$ cat config.mk
export PLATFORM = sky130hd
export DESIGN_NAME = alu_share_arbiter
export DESIGN_NICKNAME = d
export VERILOG_FILES = /design/src/rtl/alu_share_arbiter.sv
export SDC_FILE = /design/constraint.sdc
export NUM_CORES = 1
export LEC_CHECK = 0
export BUFFER_PORTS_ARGS = -buffer_cell sky130_fd_sc_hd__buf_2
export CAP_MARGIN = 20
export CORE_ASPECT_RATIO = 1.2
export CORE_MARGIN = 2
export CORE_UTILIZATION = 38
export DETAILED_ROUTE_END_ITERATION = 16
export PLACE_DENSITY = 0.83
export SLEW_MARGIN = 10
export SYNTH_ARGS = -nofsm -noshare
export SYNTH_HDL_FRONTEND = slang
export SYNTH_SLANG_ARGS = --single-unit
$ cat constraint.sdc
create_clock -name clk_i -period 1.9 [get_ports clk_i]
set_input_delay 0.095 -clock clk_i [delete_from_list [all_inputs] [get_ports clk_i]]
set_output_delay 0.095 -clock clk_i [all_outputs]
set_load 0.05 [all_outputs]
$ cat src/rtl/alu_share_arbiter.sv
// Round-robin arbiter sharing one combinational RV32I ALU between two requesters.
// Optional macro ALU_ARB_STATS_EN adds saturating per-port grant counters.
module alu_share_arbiter #(
    parameter int DATA_W = 32,
    parameter int CNT_W  = 16
) (
    input  logic              clk_i,
    input  logic              reset_n_i,
    input  logic [1:0]        rq_valid_i,
    output logic [1:0]        rq_ready_o,
    input  logic [2:0]        rq_funct0_i,
    input  logic [2:0]        rq_funct1_i,
    input  logic [3:0]        rq_cntl0_i,
    input  logic [3:0]        rq_cntl1_i,
    input  logic [DATA_W-1:0] rq_op1_0_i,
    input  logic [DATA_W-1:0] rq_op1_1_i,
    input  logic [DATA_W-1:0] rq_op2_0_i,
    input  logic [DATA_W-1:0] rq_op2_1_i,
    output logic [1:0]        rs_valid_o,
    input  logic [1:0]        rs_ready_i,
    output logic [DATA_W-1:0] rs_result_o,
    output logic              rs_branch_o,
    output logic              rs_err_o,
    output logic [2:0]        alu_funct_o,
    output logic [3:0]        alu_cntl_o,
    output logic [DATA_W-1:0] alu_op1_o,
    output logic [DATA_W-1:0] alu_op2_o,
    input  logic [DATA_W-1:0] alu_result_i,
    input  logic              alu_branch_i
`ifdef ALU_ARB_STATS_EN
    ,
    output logic [CNT_W-1:0]  gnt_cnt0_o,
    output logic [CNT_W-1:0]  gnt_cnt1_o
`endif
);

    typedef enum logic [1:0] {IDLE, EXEC, RESP} state_e;

    state_e            state_q;
    logic              last_grant_q;
    logic              owner_q;
    logic [1:0]        rs_valid_q;
    logic [DATA_W-1:0] rs_result_q;
    logic              rs_branch_q;
    logic              rs_err_q;
    logic [2:0]        alu_funct_q;
    logic [3:0]        alu_cntl_q;
    logic [DATA_W-1:0] alu_op1_q;
    logic [DATA_W-1:0] alu_op2_q;

    logic [1:0]        gnt;
    logic              hs;
    logic              sel_d;
    logic [2:0]        funct_d;
    logic [3:0]        cntl_d;
    logic [DATA_W-1:0] op1_d;
    logic [DATA_W-1:0] op2_d;

    // On a tie the port that did not win last time gets the grant.
    always_comb begin
        gnt[0] = rq_valid_i[0] & (~rq_valid_i[1] | last_grant_q);
        gnt[1] = rq_valid_i[1] & (~rq_valid_i[0] | ~last_grant_q);
    end

    assign rq_ready_o = (state_q == IDLE && reset_n_i) ? gnt : 2'b00;
    assign hs         = |(rq_valid_i & rq_ready_o);
    assign sel_d      = gnt[1];
    assign funct_d    = sel_d ? rq_funct1_i : rq_funct0_i;
    assign cntl_d     = sel_d ? rq_cntl1_i  : rq_cntl0_i;
    assign op1_d      = sel_d ? rq_op1_1_i  : rq_op1_0_i;
    assign op2_d      = sel_d ? rq_op2_1_i  : rq_op2_0_i;

    always_ff @(posedge clk_i) begin
        if (!reset_n_i) begin
            state_q      <= IDLE;
            last_grant_q <= 1'b1;
            owner_q      <= 1'b0;
            rs_valid_q   <= 2'b00;
            rs_result_q  <= '0;
            rs_branch_q  <= 1'b0;
            rs_err_q     <= 1'b0;
            alu_funct_q  <= '0;
            alu_cntl_q   <= '0;
            alu_op1_q    <= '0;
            alu_op2_q    <= '0;
        end else begin
            case (state_q)
                IDLE: begin
                    if (hs) begin
                        alu_funct_q  <= funct_d;
                        alu_cntl_q   <= cntl_d;
                        alu_op1_q    <= op1_d;
                        alu_op2_q    <= op2_d;
                        owner_q      <= sel_d;
                        last_grant_q <= sel_d;
                        // Illegal codes skip the ALU and answer straight away.
                        if (cntl_d > 4'd7) begin
                            rs_err_q    <= 1'b1;
                            rs_result_q <= '0;
                            rs_branch_q <= 1'b0;
                            rs_valid_q  <= sel_d ? 2'b10 : 2'b01;
                            state_q     <= RESP;
                        end else begin
                            state_q     <= EXEC;
                        end
                    end
                end
                EXEC: begin
                    rs_result_q <= alu_result_i;
                    rs_branch_q <= alu_branch_i;
                    rs_err_q    <= 1'b0;
                    rs_valid_q  <= owner_q ? 2'b10 : 2'b01;
                    state_q     <= RESP;
                end
                RESP: begin
                    if (rs_ready_i[owner_q]) begin
                        rs_valid_q <= 2'b00;
                        state_q    <= IDLE;
                    end
                end
                default: state_q <= IDLE;
            endcase
        end
    end

    assign rs_valid_o  = rs_valid_q;
    assign rs_result_o = rs_result_q;
    assign rs_branch_o = rs_branch_q;
    assign rs_err_o    = rs_err_q;
    assign alu_funct_o = alu_funct_q;
    assign alu_cntl_o  = alu_cntl_q;
    assign alu_op1_o   = alu_op1_q;
    assign alu_op2_o   = alu_op2_q;

`ifdef ALU_ARB_STATS_EN
    logic [CNT_W-1:0] gnt_cnt0_q;
    logic [CNT_W-1:0] gnt_cnt1_q;

    always_ff @(posedge clk_i) begin
        if (!reset_n_i) begin
            gnt_cnt0_q <= '0;
            gnt_cnt1_q <= '0;
        end else if (hs) begin
            if (!sel_d && gnt_cnt0_q != '1) gnt_cnt0_q <= gnt_cnt0_q + 1'b1;
            if (sel_d && gnt_cnt1_q != '1)  gnt_cnt1_q <= gnt_cnt1_q + 1'b1;
        end
    end

    assign gnt_cnt0_o = gnt_cnt0_q;
    assign gnt_cnt1_o = gnt_cnt1_q;
`endif

endmodule

==> results_dict.tcl <==
set metrics [dict create \
    fin_nets 1034 \
    placed_area_um2 6130 \
    grt_use_total 0.224 \
    gp_congestion 0.838 \
    die_h_um 123 \
    grt_pass1_vias 4922 \
    path_clk_slew_ps 80 \
    ir_drop_mv 0.736 \
    max_freq_mhz 570 \
    dp_hpwl_um 9470 \
    slew_headroom 0.658 \
    vias_per_cell 5.10 \
    htree_levels 3 \
    worst_pin_slew_ps 512 \
    seqCellArea_um2 2220 \
    synth_nets 713 \
    tns_ps 0 \
    place_ws_ps 78.0 \
    ant_nets 0 \
    cts-root-buf "clkbuf_16" \
    synthToLayoutAreaGrowth_pct 55.1 \
    drtPass1Iterations 4 \
    grt_overflow 0 \
    fin_skew_ps 9.32 \
    regToRegEndpoint "alu_op2_o[25]" \
    clk_latency_ps 340 \
    die_w_um 104 \
    rows 43 \
    hold_start "rq_op2_0_i[10]" \
    cts_tree "done" \
    synth-seq-cells 111 \
    antenna_found_initial 0 \
    hold_class "in -> reg" \
    required_ps 2150 \
    syn_inst 528 \
    final_area_um2 7000 \
    numCtsBuffers 9 \
    worstHoldEndpoint "alu_op2_o[10]" \
    drive_gt1_frac 0.384 \
    reg2reg_from "state_q[0]" \
    fp.dieArea_um2 12800 \
    slew_viol_final 0 \
    p_leak_nw 3.40 \
    period_needed_ps 1750 \
    finalSetupViolCount 0 \
    grt_max_degree 75 \
    syn-cell-area_um2 4520 \
    yosys_warnings 0 \
    worstSetupPathType "reg -> reg" \
    rsz0062_at_grt "no" \
    worst_slack_ps 147 \
    finalCritPeriodShare 0.923 \
    drcViolationCount 0 \
    hold_depth 3 \
    cp_data_arrival_time_ps 2000 \
    grt_first_pass_wirelength_um 23600 \
    crit_start "state_q[0]" \
    r2r_slack_ps 150 \
    n_fill_cell 978 \
    maxCapViolCount 0 \
    numClockSinks 111 \
    vias 5157 \
    p_per_area_nw_per_um2 1240 \
    cp-start-kind "register" \
    core-area_um2 11600 \
    start_util 0.390 \
    ff2ff_path_depth 7 \
    crit_fanout 37 \
    syn_avg_cell_area_um2 8.55 \
    clockBufferDepth 2 \
    ys_types 31 \
    yosysSeqAreaShare 0.492 \
    drt-initial-drc-count 306 \
    n_antenna_cell 0 \
    ios 290 \
    multi_input_area_um2 2090 \
    totalWireLength_um 15100 \
    hold_viol_final 0 \
    status "complete, no violations" \
    portBuffers 289 \
    end_kind "register" \
    routedWlPerCell_um 15.0 \
]
[Yosys cell counts]
| master | instances | share of area |
|---|---|---|
| a22oi_1 | 1 | 0.0017 |
| a211oi_2 | 1 | 0.0028 |
| a32oi_1 | 1 | 0.0019 |
| a21oi_1 | 6 | 0.0067 |
| a311oi_1 | 70 | 0.14 |
| a211oi_4 | 1 | 0.0044 |
| buf_2 | 14 | 0.016 |
| a211oi_1 | 1 | 0.0017 |
| and4_1 | 1 | 0.0019 |
| mux2i_1 | 4 | 0.0089 |
| a21bo_2 | 1 | 0.0022 |
| nand3_1 | 3 | 0.0033 |
| or2b_1 | 1 | 0.0017 |
| dfxtp_1 | 111 | 0.49 |
| buf_1 | 5 | 0.0042 |
| nand2_1 | 148 | 0.12 |
| a21boi_1 | 1 | 0.0017 |
| o211ai_1 | 3 | 0.0050 |
| nor3_1 | 1 | 0.0011 |
| nand2b_1 | 1 | 0.0014 |
| a221o_1 | 1 | 0.0022 |
| o21ai_0 | 4 | 0.0044 |
| ha_1 | 4 | 0.011 |
| nand4_1 | 1 | 0.0014 |
| mux2_4 | 1 | 0.0033 |
| inv_1 | 5 | 0.0042 |
| a22o_1 | 33 | 0.064 |
| nor2_1 | 75 | 0.062 |
| a41oi_1 | 1 | 0.0019 |
| buf_6 | 3 | 0.0075 |
| clkbuf_1 | 25 | 0.021 |
[cell usage in the layout (no fill, tap or decap), drive strengths merged]
| cell | n |
|---|---|
| buf | 303 |
| nand2 | 148 |
| dfxtp | 111 |
| nor2 | 75 |
| a311oi | 70 |
| dlygate4sd3 | 53 |
| a22o | 33 |
| clkbuf | 10 |
| inv | 8 |
| a21oi | 6 |
| mux2i | 4 |
| o21ai | 4 |
| ha | 4 |
| nand3 | 3 |
| o211ai | 3 |
| a211oi | 3 |
| clkinv | 2 |
| or2b | 1 |
| and4 | 1 |
| a21bo | 1 |
| a21boi | 1 |
| a41oi | 1 |
| mux2 | 1 |
| a22oi | 1 |
| a32oi | 1 |
| nand4 | 1 |
| a221o | 1 |
| nor3 | 1 |
| nand2b | 1 |
| bufinv | 1 |
| clkinvlp | 1 |
[registers in the layout (all words and copies together), names as in the netlist]
| register | cells |
|---|---|
| alu_op1_o | 32 |
| alu_op2_o | 32 |
| rs_result_o | 32 |
| alu_cntl_o | 4 |
| alu_funct_o | 3 |
| rs_valid_o | 2 |
| state_q | 2 |
| last_grant_q | 1 |
| owner_q | 1 |
| rs_branch_o | 1 |
| rs_err_o | 1 |
[through the flow]
step / hold slack (ps) / std cells / util / power (mW)
after detailed placement: 315 / 940 / 0.530 / 6.63
after global placement: 310 / 940 / 0.530 / 6.59
after floorplan: 228 / 528 / - / 5.68
after CTS: 0.240 / 1009 / 0.602 / 8.63
after global routing: 3.67 / 1011 / 0.606 / 9.13
final: 10.4 / 1011 / 0.606 / 8.67
[kinds of logic after synthesis]
logic type      Yosys count  share of synthesized area
compound gates          125                      0.236
flops                   111                      0.492
simple gates            231                      0.196
fa+ha+maj                 4                     0.0111
buf+inv                  52                     0.0521
mux                       5                     0.0122
[layout make-up]
type	count	share of cell area
clock inverters	7	0.0111
multi-input cells	365	0.299
inverters	5	0.00268
flip-flops and latches	111	0.317
well taps	157	0.0280
repair buffers	357	0.310
clock buffers	9	0.0322
[power breakdown]
| part | internal (mW) | leakage, nW | total, mW | switching (mW) |
|---|---|---|---|---|
| Combinational | 1.14 | 2.34 | 3.78 | 2.64 |
| Clock | 1.04 | 0.147 | 1.91 | 0.874 |
| Sequential | 2.75 | 0.910 | 2.98 | 0.229 |
[per-layer routing]
layer | global-route usage | wire length, um
met5 | 0 | 0
met4 | 0.0980 | 403
met3 | 0.0448 | 1080
met2 | 0.394 | 7600
met1 | 0.267 | 6050
[how the worst max path moves through the flow]
stage / endpoint
2_1_floorplan: alu_op1_o[13]
3_3_place_gp: alu_op2_o[8]
3_5_place_dp: alu_op1_o[0]
4_1_cts: alu_op1_o[0]
5_1_grt: alu_op2_o[26]
6_report: alu_op2_o[25]
[worst max-delay path, stage by stage, from the launching register on]
cell and delay (ps):
dfxtp_1 340, inv_1 90, ha_1 230, nand2_1 130, nor2_4 250, buf_12 240, nor2_1 90, a311oi_2 280
[what timing repair did]
action,4_1_cts,5_1_grt
hold buffers,53,0
hold endpoints to repair,48,0
buffers inserted,0,1
endpoints found under the setup margin,0,36
resized for setup,0,2
No activity file was read; power rests on OpenSTA's default activity.
